$ cat config.mk
export PLATFORM = sky130hd
export DESIGN_NAME = gshare_predictor_flat
export DESIGN_NICKNAME = d
export VERILOG_FILES = /design/src/rtl/branch_pred_pkg.sv /design/src/rtl/gshare_predictor_if.sv /design/src/rtl/sat_counter_n.sv /design/src/rtl/gshare_predictor.sv /design/src/flat_wrapper.sv
export SDC_FILE = /design/constraint.sdc
export NUM_CORES = 1
export LEC_CHECK = 0
export ABC_CLOCK_PERIOD_IN_PS = 4640
export BUFFER_PORTS_ARGS = -buffer_cell sky130_fd_sc_hd__buf_4
export CORE_MARGIN = 3
export CORE_UTILIZATION = 50
export CTS_BUF_LIST = sky130_fd_sc_hd__clkbuf_8 sky130_fd_sc_hd__clkbuf_16
export CTS_CLUSTER_DIAMETER = 60
export DETAILED_ROUTE_END_ITERATION = 16
export GPL_ROUTABILITY_DRIVEN = 0
export PLACE_DENSITY = 0.81
export SYNTH_ARGS = -nofsm -noshare
export SYNTH_HDL_FRONTEND = slang
export SYNTH_SLANG_ARGS = --single-unit
$ cat constraint.sdc
create_clock -name clk -period 4.64 [get_ports clk]
set_input_delay 0.464 -clock clk [delete_from_list [all_inputs] [get_ports clk]]
set_output_delay 0.464 -clock clk [all_outputs]
set_load 0.01 [all_outputs]
$ cat src/rtl/branch_pred_pkg.sv
// Shared widths, counter limits and the pipeline tag type for the
// gshare direction predictor.
package branch_pred_pkg;

  localparam int PC_W_DEF  = 32'sd32;
  localparam int IDX_W_DEF = 32'sd5;
  localparam int GHR_W_DEF = 32'sd5;
  localparam int CNT_W_DEF = 32'sd2;

  function automatic int cnt_max(input int cnt_w);
    return (32'sd1 <<< cnt_w) - 32'sd1;
  endfunction

  // Weakly not-taken: one below the taken threshold.
  function automatic int cnt_init(input int cnt_w);
    return (32'sd1 <<< (cnt_w - 32'sd1)) - 32'sd1;
  endfunction

  localparam int CNT_MAX    = cnt_max(CNT_W_DEF);
  localparam int INIT_DEF   = cnt_init(CNT_W_DEF);
  localparam int GHR_PW_DEF = (GHR_W_DEF > 32'sd0) ? GHR_W_DEF : 32'sd1;

  typedef struct packed {
    logic [IDX_W_DEF-1:0]  idx;
    logic [GHR_PW_DEF-1:0] ghr;
  } bp_tag_t;

endpackage

$ cat src/rtl/gshare_predictor_if.sv
// Lookup (IF) and training/repair (EX) signals of the gshare predictor.
interface gshare_predictor_if import branch_pred_pkg::*; #(
  parameter int PC_W  = PC_W_DEF,
  parameter int IDX_W = IDX_W_DEF,
  parameter int GHR_W = GHR_W_DEF
);

  localparam int GHR_PW = (GHR_W > 32'sd0) ? GHR_W : 32'sd1;

  logic              pred_valid;
  logic [PC_W-1:0]   pred_pc;
  logic              pred_taken;
  logic [IDX_W-1:0]  pred_idx;
  logic [GHR_PW-1:0] pred_ghr;
  logic              upd_valid;
  logic [IDX_W-1:0]  upd_idx;
  logic [GHR_PW-1:0] upd_ghr;
  logic              upd_taken;
  logic              upd_mispredict;

  modport master (
    output pred_valid, pred_pc, upd_valid, upd_idx, upd_ghr, upd_taken, upd_mispredict,
    input  pred_taken, pred_idx, pred_ghr
  );

  modport slave (
    input  pred_valid, pred_pc, upd_valid, upd_idx, upd_ghr, upd_taken, upd_mispredict,
    output pred_taken, pred_idx, pred_ghr
  );

endinterface

$ cat src/rtl/sat_counter_n.sv
// One CNT_W-bit saturating direction counter; its MSB is the prediction.
module sat_counter_n import branch_pred_pkg::*; #(
  parameter int CNT_W = CNT_W_DEF,
  parameter int INIT  = cnt_init(CNT_W)
) (
  input  logic clk,
  input  logic reset,
  input  logic en,
  input  logic taken,
  output logic pred
);

  localparam logic [CNT_W-1:0] CNT_TOP = {CNT_W{1'b1}};
  localparam logic [CNT_W-1:0] CNT_BOT = {CNT_W{1'b0}};
  localparam logic [CNT_W-1:0] CNT_ONE = CNT_W'(32'd1);
  localparam logic [CNT_W-1:0] CNT_RST = CNT_W'(INIT);

  logic [CNT_W-1:0] cnt_r;
  logic [CNT_W-1:0] cnt_next_s;

  // Saturating step toward the resolved direction.
  always_comb begin
    cnt_next_s = cnt_r;
    if (!en) begin
      cnt_next_s = cnt_r;
    end else if (taken) begin
      if (cnt_r == CNT_TOP) cnt_next_s = cnt_r;
      else                  cnt_next_s = cnt_r + CNT_ONE;
    end else begin
      if (cnt_r == CNT_BOT) cnt_next_s = cnt_r;
      else                  cnt_next_s = cnt_r - CNT_ONE;
    end
  end

  // Counter state register.
  always_ff @(posedge clk or negedge reset) begin
    if (!reset) cnt_r <= CNT_RST;
    else        cnt_r <= cnt_next_s;
  end

  assign pred = cnt_r[CNT_W-1];

endmodule

$ cat src/rtl/gshare_predictor.sv
// Gshare direction predictor: PHT of saturating counters indexed by
// PC XOR global history, with speculative GHR shift and mispredict repair.
module gshare_predictor import branch_pred_pkg::*; #(
  parameter int PC_W  = PC_W_DEF,
  parameter int IDX_W = IDX_W_DEF,
  parameter int GHR_W = GHR_W_DEF,
  parameter int CNT_W = CNT_W_DEF,
  parameter int INIT  = cnt_init(CNT_W)
) (
  input  logic               clk,
  input  logic               reset,
  gshare_predictor_if.slave  bus
);

  localparam int N_ENT  = 32'sd1 <<< IDX_W;
  localparam int GHR_PW = (GHR_W > 32'sd0) ? GHR_W : 32'sd1;

  logic [IDX_W-1:0]  pc_idx_s;
  logic [IDX_W-1:0]  ghr_ext_s;
  logic [IDX_W-1:0]  idx_s;
  logic [GHR_PW-1:0] ghr_s;
  logic [N_ENT-1:0]  en_s;
  logic [N_ENT-1:0]  msb_s;
  logic              taken_s;

  assign pc_idx_s = bus.pred_pc[IDX_W+1:2];
  assign idx_s    = pc_idx_s ^ ghr_ext_s;
  assign taken_s  = msb_s[idx_s];

  assign bus.pred_idx   = idx_s;
  assign bus.pred_taken = taken_s;
  assign bus.pred_ghr   = ghr_s;

  if (GHR_W > 0) begin : g_ghr
    logic [GHR_W-1:0] ghr_r;
    logic [GHR_W-1:0] ghr_next_s;

    // Repair from the resolved branch outranks the wrong-path speculative shift.
    always_comb begin
      ghr_next_s = ghr_r;
      if (bus.upd_valid && bus.upd_mispredict) begin
        ghr_next_s = GHR_W'({bus.upd_ghr, bus.upd_taken});
      end else if (bus.pred_valid) begin
        ghr_next_s = GHR_W'({ghr_r, taken_s});
      end else begin
        ghr_next_s = ghr_r;
      end
    end

    // Global history register.
    always_ff @(posedge clk or negedge reset) begin
      if (!reset) ghr_r <= {GHR_W{1'b0}};
      else        ghr_r <= ghr_next_s;
    end

    assign ghr_s     = ghr_r;
    assign ghr_ext_s = IDX_W'(ghr_r);
  end else begin : g_no_ghr
    assign ghr_s     = 1'b0;
    assign ghr_ext_s = {IDX_W{1'b0}};
  end

  for (genvar i = 0; i < N_ENT; i++) begin : g_pht
    assign en_s[i] = bus.upd_valid && (bus.upd_idx == IDX_W'(i));

    sat_counter_n #(
      .CNT_W (CNT_W),
      .INIT  (INIT)
    ) u_cnt (
      .clk   (clk),
      .reset (reset),
      .en    (en_s[i]),
      .taken (bus.upd_taken),
      .pred  (msb_s[i])
    );
  end

endmodule

$ cat src/flat_wrapper.sv
// flat-port wrapper written by rule: the top's interface ports become plain ports
module gshare_predictor_flat import branch_pred_pkg::*;
#(
  parameter int PC_W  = PC_W_DEF,
  parameter int IDX_W = IDX_W_DEF,
  parameter int GHR_W = GHR_W_DEF,
  parameter int CNT_W = CNT_W_DEF,
  parameter int INIT  = cnt_init(CNT_W)
)
  (clk, reset, bus_pred_valid, bus_pred_pc, bus_upd_valid, bus_upd_idx, bus_upd_ghr, bus_upd_taken, bus_upd_mispredict, bus_pred_taken, bus_pred_idx, bus_pred_ghr);
  gshare_predictor_if #(.PC_W(PC_W), .IDX_W(IDX_W), .GHR_W(GHR_W)) bus_i ();
  input  logic clk;
  input  logic reset;
  input wire logic [$bits(bus_i.pred_valid)-1:0] bus_pred_valid;
  input wire logic [$bits(bus_i.pred_pc)-1:0] bus_pred_pc;
  input wire logic [$bits(bus_i.upd_valid)-1:0] bus_upd_valid;
  input wire logic [$bits(bus_i.upd_idx)-1:0] bus_upd_idx;
  input wire logic [$bits(bus_i.upd_ghr)-1:0] bus_upd_ghr;
  input wire logic [$bits(bus_i.upd_taken)-1:0] bus_upd_taken;
  input wire logic [$bits(bus_i.upd_mispredict)-1:0] bus_upd_mispredict;
  output wire logic [$bits(bus_i.pred_taken)-1:0] bus_pred_taken;
  output wire logic [$bits(bus_i.pred_idx)-1:0] bus_pred_idx;
  output wire logic [$bits(bus_i.pred_ghr)-1:0] bus_pred_ghr;
  assign bus_i.pred_valid = bus_pred_valid;
  assign bus_i.pred_pc = bus_pred_pc;
  assign bus_i.upd_valid = bus_upd_valid;
  assign bus_i.upd_idx = bus_upd_idx;
  assign bus_i.upd_ghr = bus_upd_ghr;
  assign bus_i.upd_taken = bus_upd_taken;
  assign bus_i.upd_mispredict = bus_upd_mispredict;
  assign bus_pred_taken = bus_i.pred_taken;
  assign bus_pred_idx = bus_i.pred_idx;
  assign bus_pred_ghr = bus_i.pred_ghr;
  gshare_predictor #(.PC_W(PC_W), .IDX_W(IDX_W), .GHR_W(GHR_W), .CNT_W(CNT_W), .INIT(INIT)) u_core (.clk(clk), .reset(reset), .bus(bus_i));
endmodule
Word-level counts from Yosys, hierarchy flattened
Index checks and enable logic that the tools add are counted.
Widths: inputs -> output; s select.
{ "op_classes": {"addsub": 64, "n_lt_le_gt_ge": 1, "eq_ne": 127, "mux": 100, "bitwise": 1, "reduce_logical": 99} }
{ "op_table": {"columns": ["operator", "count"], "rows": [
  ["$mux 2", 96],
  ["$ne 2x2->1 const B", 64],
  ["$reduce_and 3->1", 32],
  ["$eq 5x5->1 const B", 16],
  ["$add 2x1->2 const B", 32],
  ["$eq 2x2->1 const B", 32],
  ["$logic_not 2->1", 32],
  ["$sub 2x1->2 const B", 32],
  ["$eq 5x4->1 const B", 8],
  ["$logic_and 1x1->1", 33],
  ["$eq 5x3->1 const B", 4],
  ["$eq 5x2->1 const B", 2],
  ["$mux 5", 2],
  ["$lt 5x6->1 const B", 1],
  ["$bmux 1 s5", 1],
  ["$eq 5x1->1 const B", 1],
  ["$logic_not 5->1", 1],
  ["$xor 5x5->5", 1],
  ["$reduce_bool 2->1", 1],
  ["$mux 1", 1]
]} }
{ "word_totals": {"regBits": 69, "inputBits": 48, "output_inout_bits": 11, "wordCells": 425} }

Logic depth before layout (Yosys ltp)
Gate-level depths: netlist of run 1.
{ "logic_depth": {"ltp_word": 5, "mapped_depth": 7, "depth_no_buf": 7} }

Hierarchy
Synthesis of run 1 repeated with hierarchy kept, for this count alone.
{ "hier_totals": {"cells_unflattened": 358, "hier_area_um2": 3860.0} }
{ "by_module_without_submodules": {"columns": ["mod", "n_inst", "cells_per_inst", "area_each_um2"], "rows": [
  ["sat_counter_n", 32, 8, 96.3],
  ["gshare_predictor", 1, 102, 777.0]
]} }

Least setup slack after synthesis of run 1
OpenSTA, ideal clock, no wires.
{ "synth_timing": {"kind": "reg-to-output", "startpoint": "register u_core.g_ghr.ghr_r[1] (netlist: u_core.bus.pred_ghr[1])", "endpoint": "output port bus_pred_taken", "arrival_time_ns": 2.064, "required_ns": 4.176, "setup_slack_ns": 2.112, "stages_incl_launch_ff": 6, "n_path_buf": 0, "cell_sequence": "dfrtp_1 -> xor2_4 -> mux4_2 -> o211ai_1 -> o22ai_1 -> or3b_1"} }
{ "synth_between": {"elab_chain_len": 3} }
{ "synth_rtl": {"columns": ["item", "line_no", "source"], "rows": [
  ["from (decl)", "gshare_predictor.sv:35", "logic [GHR_W-1:0] ghr_r;"],
  ["from (signal assigned)", "gshare_predictor.sv:52", "if (!reset) ghr_r <= {GHR_W{1'b0}};"],
  ["from (signal assigned)", "gshare_predictor.sv:53", "else ghr_r <= ghr_next_s;"],
  ["$xor 5x5->5", "gshare_predictor.sv:27", "assign idx_s = pc_idx_s ^ ghr_ext_s;"],
  ["named net bus_pred_idx[1]", "flat_wrapper.sv:22", "output wire logic [$bits(bus_i.pred_idx)-1:0] bus_pred_idx;"],
  ["$bmux 1 s5", "gshare_predictor.sv:28", "assign taken_s = msb_s[idx_s];"],
  ["$mux 1 (implied by the code)", "gshare_predictor.sv:28", null],
  ["to (decl)", "flat_wrapper.sv:21", "output wire logic [$bits(bus_i.pred_taken)-1:0] bus_pred_taken;"]
]} }
The timed path passes the listed nets, and every way through them passes these cells. The select of a mux whose other input is x is not followed.

Final worst setup path of run 1
{ "layout_timing": {"startpoint": "register u_core.g_ghr.ghr_r[1] (netlist: u_core.bus.pred_ghr[1])", "endpoint": "output port bus_pred_taken"} }
{ "layout_between": {"elab_chain_len": 3} }
{ "layout_rtl": {"columns": ["item", "line_no"], "rows": [
  ["$xor 5x5->5", "gshare_predictor.sv:27"],
  ["$bmux 1 s5", "gshare_predictor.sv:28"],
  ["$mux 1 (implied by the code)", "gshare_predictor.sv:28"]
]} }
Every way passes these cells. The select of a mux whose other input is x is not followed.

==> summary.md, run 1 <==
| Metric | Value |
|---|---|
| WL/cell | `16.66 µm` |
| Antenna violations before repair | `0` |
| Startpoint Class | `flop` |
| Gr usage total | `0.2318` |
| Share of cells above drive strength 1 | `0.1976` |
| Register area share after synthesis | `0.4449` |
| Post-route DRC | `0` |
| R2r worst-path depth | `6` |
| # diodes | `0` |
| Ys Warns | `0` |
| Gr ovfl total | `0` |
| DR iter-0 viols | `between 300 and 400` |
| Family with the most delay on the worst path | `multiplexers` |
| Rel. slew slack | `0.4125` |
| Peak supply drop | `0.1818 mV` |
| Hold Fails Final Rpt | `0` |
| # resized after CTS | `0` |
| First-pass GRT wire length | `between 15 and 20 mm` |
| IO Port Bufs | `30` |
| # H-tree levels | `3` |
| Endpoint class of the critical path | `primary output` |
| Cell Pwr Density | `roughly 350 nW/µm²` |
| Area grow syn2layout | `11.78%` |
| Antenna viol nets, final | `0` |
| Placed Cells | `approximately 570` |
| DR pass1 iterations | `5` |
| Setup violators final | `0` |
| Commonest cells post-synth | `nor2_1, o21ai_0, nand2_1` |
| Synthesized area | `just under 4000 µm²` |
| Clk_skew | `approximately 5.3 ps` |
| Commonest register cell after synthesis | `dfrtp_1` |
| Unrepaired setup endpoints after global routing | `false` |
| Crit Reg-Reg Startpoint | `u_core.bus.pred_ghr[1]` |
| Num CTS Buffers | `9` |
| Setup bufs post-CTS | `0` |
| Post-Layout Cell Count | `590` |
| WS Path Type | `flop to primary output` |
| Cell variety after synth | `37` |
| Top-count cell post-synth | `nor2_1` |
| Max-cap violations | `0` |
| Period Utilization, post-route | `0.7010` |
| Hold-fix buffers at CTS | `0` |
| Final HPWL DP | `~6.7 mm` |
| Critical Path RT | `between 4000 and 5000 ps` |
| CTS tree | `yes` |
| CP Buf/Inv Count | `1` |
| Total wire length | `between 9 and 10 mm` |
| Dominant cell type by area after synthesis | `dfrtp_1` |
| Pins Over Slew Limit | `0` |
| Root buffer cell | `clkbuf_8` |
| Vias in the first global route | `~3400` |
| Critical Path Max Stage Delay | `between 600 and 700 ps` |
| Synth Instances | `between 400 and 500` |
| Static leakage | `about 1.7 nW` |
| Clock buffer depth | `2` |
| Ys async rst share | `1.000` |
| Die area | `~9000 µm²` |
| Status | `complete, no violations` |
| Synth Area per Inst | `8.671 µm²` |
| Nets | `roughly 530` |
| EDFF count, synth | `0` |
| Synth top area share | `0.2331` |
| Via Count | `3597` |
| Setup_tns | `0 ps` |
| Clk Latency, worst-skew pair | `350 ps` |
| Core region area | `about 7500 µm²` |
| Synth area leaders | `dfrtp_1, dfstp_2, o21ai_0` |
| Cell Chain, Critical Path | `xor2_4, mux4_2, o211ai_1, o22ai_1, or3b_1, buf_4` |
| Clk sinks | `69` |
| Die H | `between 90 and 100 µm` |
| Worst Setup SP | `u_core.bus.pred_ghr[1]` |
| Crit path max fanout | `8` |
| Seq cells post-synth | `slightly below 70` |
| Hold Crit Class | `input port to asynchronous set/reset pin` |
| Die width | `~95 µm` |
| Fmax | `0.3075 GHz` |
| Fillers | `approximately 670` |
| Slew @ Worst Pin | `approximately 880 ps` |
| Critical Path Stages | `6` |
| Initial core utilization | `0.5305` |
| Mapped Nets | `506` |
| Largest net degree at the start of global routing | `70` |
| FP Rows | `31` |
| Via-per-instance ratio | `6.097` |
| Fin crit period | `3252 ps` |
| Critical path arrival | `approximately 2800 ps` |
| Clock-pin transition on the worst setup and hold timing paths | `roughly 70 ps` |
| IO Count | `59` |
| Design Power | `around 0.0016 W` |
| Slowest CP cell | `mux4_2` |
==> metrics by stage <==
step | hold slack [ps] | utilization | setup WS (ps) | instance area (µm²)
finish | 232.5 | 0.5930 | 1388 | 4439
detailed placement | 497.4 | 0.5716 | 1667 | 4279
CTS | 258.3 | 0.5930 | 1362 | 4439
floorplan | 168.4 | - | 2112 | 3971
global route | 289.1 | 0.5930 | 1268 | 4439
global placement | 479.5 | 0.5716 | 1725 | 4279
==> sequential cells by signal, indices dropped and copies added (netlist names) <==
register and cells:
u_core.bus.pred_ghr 5, u_core.g_pht.u_cnt.cnt_r 64
==> power by group <==
group	total [W]	leakage (nW)	switching [W]	internal, W
combinational	0.000356	0.903	0.000197	0.000159
sequential	0.000797	0.678	0.0000797	0.000717
clock	0.000421	0.104	0.000223	0.000197
==> layout make-up <==
cell class	count	area, µm²	share of cell area
clock buffer	10	137.6	0.03100
clock inverter	6	22.52	0.005073
inverter	20	77.57	0.01747
multi-input combinational	354	2071	0.4665
sequential	69	1767	0.3980
tap	99	123.9	0.02790
timing repair buffer	32	240.2	0.05411
==> kinds of logic after synthesis <==
logic type               Yosys count  synth area share
AND/OR/NAND/NOR                  173            0.1912
flip-flops                        69            0.4449
buffers and inverters             35           0.03371
XOR/XNOR                           5           0.01765
multiplexers                      20           0.08853
AO/OA/AOI/OAI                    149            0.2064
adder cells (fa/ha/maj)            7           0.01764
==> worst paths after layout <==
| check | slack, ps | end |
|---|---|---|
| max reg2reg | 2360 | u_core.bus.pred_ghr[0] |
| max in group asynchronous | 3840 | u_core.g_pht[13].u_cnt.cnt_r[1] |
| min | 230 | u_core.g_pht[27].u_cnt.cnt_r[1] |
| max | 1390 | bus_pred_taken |
| min reg2reg | 500 | u_core.g_pht[11].u_cnt.cnt_r[0] |
| min in group clk | 370 | u_core.bus.pred_ghr[4] |
==> layout by cell type, fill, tap and decap left out, types with 3 or more instances in the layout <==
cell,count
nor2_1,67
o21ai_0,66
nand2_1,53
a21oi_1,51
dfrtp_1,37
buf_4,32
dfstp_2,32
inv_1,24
nor3_1,14
o31ai_1,11
nand3_1,10
clkbuf_8,10
a31oi_1,9
or2_2,8
maj3_1,7
nand2b_1,6
mux2_2,6
mux4_2,5
mux4_1,5
nor2b_1,4
mux2i_1,4
and3_1,4
a211oi_1,4
o211ai_1,3
==> routing by layer <==
layer,wire (µm),track usage,share of wire,vias to the layer above
li1,-,-,-,1684
met1,4159,0.3033,0.42,1735
met2,4735,0.3843,0.48,158
met3,692,0.03788,0.070,20
met4,241,0.09255,0.025,0
met5,0,0,0,-
No activity file was read; power rests on OpenSTA's default activity.
==> inputs of run 2 (changes only) <==
--- a/config.mk
+++ b/config.mk
@@ -5,7 +5,7 @@
 export SDC_FILE = /design/constraint.sdc
 export NUM_CORES = 1
 export LEC_CHECK = 0
-export ABC_CLOCK_PERIOD_IN_PS = 4640
+export ABC_CLOCK_PERIOD_IN_PS = 2700
 export BUFFER_PORTS_ARGS = -buffer_cell sky130_fd_sc_hd__buf_4
 export CORE_MARGIN = 3
 export CORE_UTILIZATION = 50
@@ -13,7 +13,7 @@
 export CTS_CLUSTER_DIAMETER = 60
 export DETAILED_ROUTE_END_ITERATION = 16
 export GPL_ROUTABILITY_DRIVEN = 0
-export PLACE_DENSITY = 0.81
+export PLACE_DENSITY = 0.84
 export SYNTH_ARGS = -nofsm -noshare
 export SYNTH_HDL_FRONTEND = slang
 export SYNTH_SLANG_ARGS = --single-unit
==> constraint.sdc (replaced) <==
create_clock -name clk -period 2.7 [get_ports clk]
set_input_delay 0.27 -clock clk [delete_from_list [all_inputs] [get_ports clk]]
set_output_delay 0.27 -clock clk [all_outputs]
set_load 0.01 [all_outputs]
==> run 2 against run 1 <==
- setup slack got worse by 1400 ps
- final cell count rose by 1.9%
- register-to-register slack got worse by 1900 ps
- routed wire length rose by 3.2%
- the flow now finishes with violations (setup timing)
- sequential power rose by 72%
- largest power group unchanged
- power rose by 88%
- die area did not move
- highest routed layer unchanged
- core utilization rose by 2.2 points
- via count rose by 0.70%
- clock power rose by 110%
- sequential cell count did not move
==> summary.md, run 2 (synthesis results as in run 1) <==
| Metric | Value |
|---|---|
| Worst reg2reg setup slack | `490 ps (-1870 ps)` |
| M1 WL | `4.391 mm (+5.6%)` |
| FP Rows | `31 (unchanged)` |
| Post-route DRC | `0 (unchanged)` |
| Failing checks | `setup timing` |
| Fillers | `610 (-9.1%)` |
| Setup_tns | `-52.99 ps (-52.99 ps)` |
| Largest net degree at the start of global routing | `70 (unchanged)` |
| IO Count | `59 (unchanged)` |
| Clock buffer depth | `2 (unchanged)` |
| Slew @ Worst Pin | `883.7 ps (+2.486 ps)` |
| Hold Crit Class | `input port to asynchronous set/reset pin` |
| Peak supply drop | `0.3916 mV (+120%)` |
| Family with the most delay on the worst path | `simple AND/OR/NAND/NOR gates` |
| R2r worst-path depth | `8 (+2)` |
| Critical Path Stages | `7 (+1)` |
| Met3 Routed Length | `588 µm (-15%)` |
| Static leakage | `1.752 nW (+4.0%)` |
| Hold-fix buffers at CTS | `0 (unchanged)` |
| Nets | `545 (+2.1%)` |
| Vias in the first global route | `3432 (+2.2%)` |
| Share of cells above drive strength 1 | `0.2390 (+0.04149)` |
| Core region area | `7486 µm² (unchanged)` |
| Status | `finished, violations left` |
| Crit path max fanout | `5 (-3)` |
| Startpoint Class | `flop` |
| Cell Chain, Critical Path | `xnor2_4, inv_4, mux4_2, o211ai_2, nand3_2, or3b_4, buf_6` |
| Area grow syn2layout | `15.85%` |
| DR pass1 iterations | `5 (unchanged)` |
| Initial core utilization | `0.5305 (unchanged)` |
| Hold Fails Final Rpt | `0 (unchanged)` |
| Most frequent cells in the layout | `nor2_1, o21ai_0, nand2_1` |
| Cell Pwr Density | `644.2 nW/µm² (+82%)` |
| Num CTS Buffers | `9 (unchanged)` |
| Multi-input logic area | `2082 µm² (+0.54%)` |
| Most common cell after layout, fill and taps aside | `nor2_1` |
| Die width | `95.12 µm (unchanged)` |
| Clock-pin transition on the worst setup and hold timing paths | `80 ps (about the same)` |
| Max-cap violations | `0 (unchanged)` |
| Root buffer cell | `clkbuf_8` |
| WS Path Type | `flop to primary output` |
| Final worst slack | `-52.99 ps (-1441 ps)` |
| # diodes | `0 (unchanged)` |
| Slowest CP cell | `dfrtp_2` |
| Fmax | `roughly 0.36 GHz` |
| # H-tree levels | `3 (unchanged)` |
| Fin crit period | `2753 ps` |
| Highest routed metal layer | `met4` |
| First-pass GRT wire length | `16.25 mm (+0.81%)` |
| Crit Reg-Reg Startpoint | `u_core.bus.pred_ghr[0]` |
| Clk_skew | `12.22 ps (+6.941 ps)` |
| Gr usage total | `0.2344 (+0.002620)` |
| CTS tree | `yes` |
| Via Count | `3622 (+0.70%)` |
| CP Buf/Inv Count | `2 (+1)` |
| Die H | `95.12 µm (unchanged)` |
| Critical Path Max Stage Delay | `460 ps (-160 ps)` |
| Unrepaired setup endpoints after global routing | `true` |
| Largest Register | `u_core.g_pht.u_cnt.cnt_r` |
| Pins Over Slew Limit | `0 (unchanged)` |
| Clk sinks | `69 (unchanged)` |
| Period Utilization, post-route | `1.020` |
| Setup violators final | `1 (+1)` |
| Antenna viol nets, final | `0 (unchanged)` |
| Rel. slew slack | `0.4109 (-0.001657)` |
| DR iter-0 viols | `255 (-27%)` |
| WL/cell | `16.88 µm (+1.3%)` |
| IO Port Bufs | `30 (unchanged)` |
| WL met2 | `4.936 mm (+4.2%)` |
| Storage cell area | `1769 µm² (+0.14%)` |
| Hold_ws | `27.90 ps (-204.6 ps)` |
| Clk Latency, worst-skew pair | `350 ps (about the same)` |
| Total wire length | `10.14 mm (+3.2%)` |
| RR Endpoint | `u_core.bus.pred_ghr[0]` |
| Gr ovfl total | `0 (unchanged)` |
| Critical path arrival | `2480 ps (-310 ps)` |
| Endpoint class of the critical path | `primary output` |
| Max reg flops | `64 (unchanged)` |
| Fin util | `0.6146 (+0.02156)` |
| Critical Path RT | `2430 ps (-1750 ps)` |
| Dpl ws | `76.76 ps (-1591 ps)` |
| Final HPWL DP | `6.895 mm (+2.3%)` |
| Die area | `9048 µm² (unchanged)` |
| Via-per-instance ratio | `6.027 (-1.1%)` |
| Antenna violations before repair | `0 (unchanged)` |
## run 2: cell count changes in the layout (fill, tap and decap cells not counted), moves of 2 or more
cell | previous run | this run
mux4_2 | 5 | 7
buf_4 | 32 | 41
mux4_1 | 5 | 3
clkinv_2 | 0 | 2
dfrtp_2 | 0 | 2
inv_1 | 24 | 18
dfrtp_1 | 37 | 35
## run 2: stage by stage
stage / area [µm²] / std cells / total power, W
after global routing: 4601 / 601 / 0.003117
after global placement: 4302 / 577 / 0.001950
final: 4601 / 601 / 0.002964
after detailed placement: 4302 / 577 / 0.001994
after floorplan: 3971 / 458 / 0.001748
after CTS: 4577 / 598 / 0.002942
## run 2: where the power goes
group          internal, W  switching, W  total (W)  leakage [nW]
combinational     0.000345      0.000360   0.000705         0.966
sequential         0.00123      0.000137    0.00137         0.676
clock             0.000479      0.000409   0.000888         0.110
total              0.00206      0.000906    0.00296          1.75
## run 2: worst max-delay path by stage
stage                           start              to  slack [ps]
3_3_place_gp   u_core.bus.pred_ghr[1]  bus_pred_taken         120
3_5_place_dp   u_core.bus.pred_ghr[1]  bus_pred_taken          80
6_report       u_core.bus.pred_ghr[0]  bus_pred_taken         -50
2_1_floorplan  u_core.bus.pred_ghr[1]  bus_pred_taken         370
5_1_grt        u_core.bus.pred_ghr[0]  bus_pred_taken        -150
4_1_cts        u_core.bus.pred_ghr[1]  bus_pred_taken         -30
## run 2: layout make-up
| type | count | area share |
|---|---|---|
| clock inverter | 5 | 0.01251 |
| multi-input combinational | 354 | 0.4525 |
| tap | 99 | 0.02692 |
| sequential | 69 | 0.3846 |
| inverter | 20 | 0.01686 |
| timing repair buffer | 43 | 0.07370 |
| clock buffer | 11 | 0.03291 |
## run 2: what timing repair did
action                     in CTS  in global routing
setup endpoints to repair       1                  1
setup buffers                   5                  3
pin swaps                       5                  5
gates cloned                    0                  0
resized for setup               6                  2
## run 2: per-layer routing
layer	track usage	vias up
met1	0.3077	1757
met2	0.3843	139
met5	0	-
met4	0.1022	0
met3	0.03710	20
li1	-	1706
==> inputs of run 3 (changes only) <==
--- a/config.mk
+++ b/config.mk
@@ -7,9 +7,10 @@
 export LEC_CHECK = 0
 export ABC_CLOCK_PERIOD_IN_PS = 2700
 export BUFFER_PORTS_ARGS = -buffer_cell sky130_fd_sc_hd__buf_4
+export CORE_ASPECT_RATIO = 2
 export CORE_MARGIN = 3
 export CORE_UTILIZATION = 50
-export CTS_BUF_LIST = sky130_fd_sc_hd__clkbuf_8 sky130_fd_sc_hd__clkbuf_16
+export CTS_BUF_LIST = sky130_fd_sc_hd__clkbuf_4 sky130_fd_sc_hd__clkbuf_8
 export CTS_CLUSTER_DIAMETER = 60
 export DETAILED_ROUTE_END_ITERATION = 16
 export GPL_ROUTABILITY_DRIVEN = 0
==> run 3 against run 2 <==
- the run now ends clean
- register-to-register slack better by 230 ps
- die area is 0.72% higher
- sequential cell count stayed put
- setup slack better by 70 ps
- non-clock buffer count is 1 lower
- routed wire length is 1.2% lower
- sequential share of layout area is 0.29 points lower
- maximum frequency is 2.6% higher
- critical path type unchanged
- largest cell class unchanged
==> summary.md, run 3 (synthesis results as in run 1) <==
| Metric | Value |
|---|---|
| Share of cells above drive strength 1 | `0.2315 (-0.007507)` |
| Most common cell after layout, fill and taps aside | `nor2_1` |
| Critical path arrival | `2410 ps (-70 ps)` |
| Critical Path RT | `2430 ps (about the same)` |
| Rel. slew slack | `0.4196 (+0.008715)` |
| Max-cap violations | `0 (unchanged)` |
| CTS tree | `yes` |
| # H-tree levels | `3 (unchanged)` |
| Static leakage | `1.763 nW (+0.63%)` |
| Peak supply drop | `0.3338 mV (-15%)` |
| Dpl ws | `152.9 ps (+76.09 ps)` |
| Final HPWL DP | `7.019 mm (+1.8%)` |
| Design Power | `0.003160 W (+6.6%)` |
| Vias in the first global route | `3572 (+4.1%)` |
| Core region area | `7657 µm² (+2.3%)` |
| Most frequent cells in the layout | `nor2_1, o21ai_0, nand2_1` |
| IO Port Bufs | `30 (unchanged)` |
| Period Utilization, post-route | `0.9937 (-0.02596)` |
| # diodes | `0 (unchanged)` |
| Antenna violations before repair | `0 (unchanged)` |
| FP Rows | `45 (+45%)` |
| Antenna viol nets, final | `0 (unchanged)` |
| Fin util | `0.6054 (-0.009183)` |
| Gr ovfl total | `0 (unchanged)` |
| Startpoint Class | `flop` |
| Nets | `544 (-0.18%)` |
| Area grow syn2layout | `16.73%` |
| Unrepaired setup endpoints after global routing | `true` |
| Multi-input logic area | `2078 µm² (-0.18%)` |
| DR iter-0 viols | `357 (+40%)` |
| Gr usage total | `0.2260 (-0.008404)` |
| Root buffer cell | `clkbuf_8` |
| Clk Latency, worst-skew pair | `350 ps (about the same)` |
| Post-route DRC | `0 (unchanged)` |
| Slew @ Worst Pin | `870.6 ps (-13.07 ps)` |
| Hold Fails Final Rpt | `0 (unchanged)` |
| Clock buffer depth | `2 (unchanged)` |
| WS Path Type | `flop to primary output` |
| Setup violators final | `0 (-1)` |
| Via Count | `3609 (-0.36%)` |
| Fillers | `658 (+7.9%)` |
| WL/cell | `16.84 µm (-0.25%)` |
| Status | `complete, no violations` |
| Clock-pin transition on the worst setup and hold timing paths | `80 ps (about the same)` |
| Final worst slack | `17.09 ps (+70.08 ps)` |
| Clk_skew | `7.095 ps (-5.128 ps)` |
| Num CTS Buffers | `9 (unchanged)` |
| Hold_ws | `17.01 ps (-10.89 ps)` |
| Max reg flops | `64 (unchanged)` |
| First-pass GRT wire length | `16.62 mm (+2.3%)` |
| Storage cell area | `1769 µm² (unchanged)` |
| Die width | `69.02 µm (-27%)` |
| Initial core utilization | `0.5186 (-0.01188)` |
| Total wire length | `10.02 mm (-1.2%)` |
| Via-per-instance ratio | `6.066 (+0.65%)` |
| Cell Pwr Density | `681.7 nW/µm² (+5.8%)` |
| DR pass1 iterations | `5 (unchanged)` |
| Fin crit period | `2683 ps (-70.08 ps)` |
| Hold Crit Class | `input port to asynchronous set/reset pin` |
| Largest Register | `u_core.g_pht.u_cnt.cnt_r` |
| Clk sinks | `69 (unchanged)` |
| Pins Over Slew Limit | `0 (unchanged)` |
| Setup_tns | `0 ps (+52.99 ps)` |
| Fmax | `0.3727 GHz (+2.6%)` |
| Largest net degree at the start of global routing | `70 (unchanged)` |
| Hold-fix buffers at CTS | `0 (unchanged)` |
| Endpoint class of the critical path | `primary output` |
| Crit path max fanout | `6 (+1)` |
| IO Count | `59 (unchanged)` |
| Die area | `9113 µm² (+0.72%)` |
| Die H | `132.0 µm (+39%)` |
==> run 3: metrics by stage <==
stage	cell area, µm²	std cells
2_1_floorplan	3971	458
3_3_place_gp	4295	572
3_5_place_dp	4295	572
4_1_cts	4624	594
5_1_grt	4636	595
6_report	4636	595
==> run 3: report_power, final <==
part           internal, W  switching (W)
clock             0.000703       0.000408
combinational     0.000329       0.000350
sequential         0.00123       0.000136
==> run 3: what timing repair did <==
action / 4_1_cts / 5_1_grt
pin swaps: 5 / 3
endpoints found under the setup margin: 1 / 1
gates resized for setup: 4 / 1
setup buffers: 6 / 1
==> run 3: path summary, 6_finish.rpt <==
check,from,endpoint,slack (ps),cells after the start
max in group asynchronous,reset,u_core.bus.pred_ghr[0],2070,1
max reg2reg,u_core.bus.pred_ghr[1],u_core.bus.pred_ghr[0],720,7
min reg2reg,u_core.g_pht[27].u_cnt.cnt_r[0],u_core.g_pht[27].u_cnt.cnt_r[0],500,2
min,reset,u_core.g_pht[8].u_cnt.cnt_r[1],20,1
min in group clk,bus_upd_ghr[3],u_core.bus.pred_ghr[4],170,3
max,u_core.bus.pred_ghr[1],bus_pred_taken,20,7
==> run 3: area by class of cell <==
type | count | share of cell area
Clock buffer | 9 | 0.02672
Clock inverter | 7 | 0.02969
Inverter | 20 | 0.01673
Multi-Input combinational cell | 354 | 0.4483
Sequential cell | 69 | 0.3816
Tap cell | 94 | 0.02537
Timing Repair Buffer | 42 | 0.07152
==> run 3: layer usage <==
layer / GRT usage / vias to the layer above / part of all wire
met1: 0.2574 / 1759 / 0.37
li1: - / 1706 / -
met4: 0.1293 / 0 / 0.032
met2: 0.3840 / 122 / 0.54
met5: 0 / - / 0
met3: 0.05038 / 22 / 0.061
==> run 3: critical path, stage by stage, from the launching register on <==
cell and delay (ps):
dfrtp_2 440, xor2_4 160, buf_12 150, mux4_2 510, o211ai_1 170, o22ai_1 120
or3b_1 370, buf_6 130
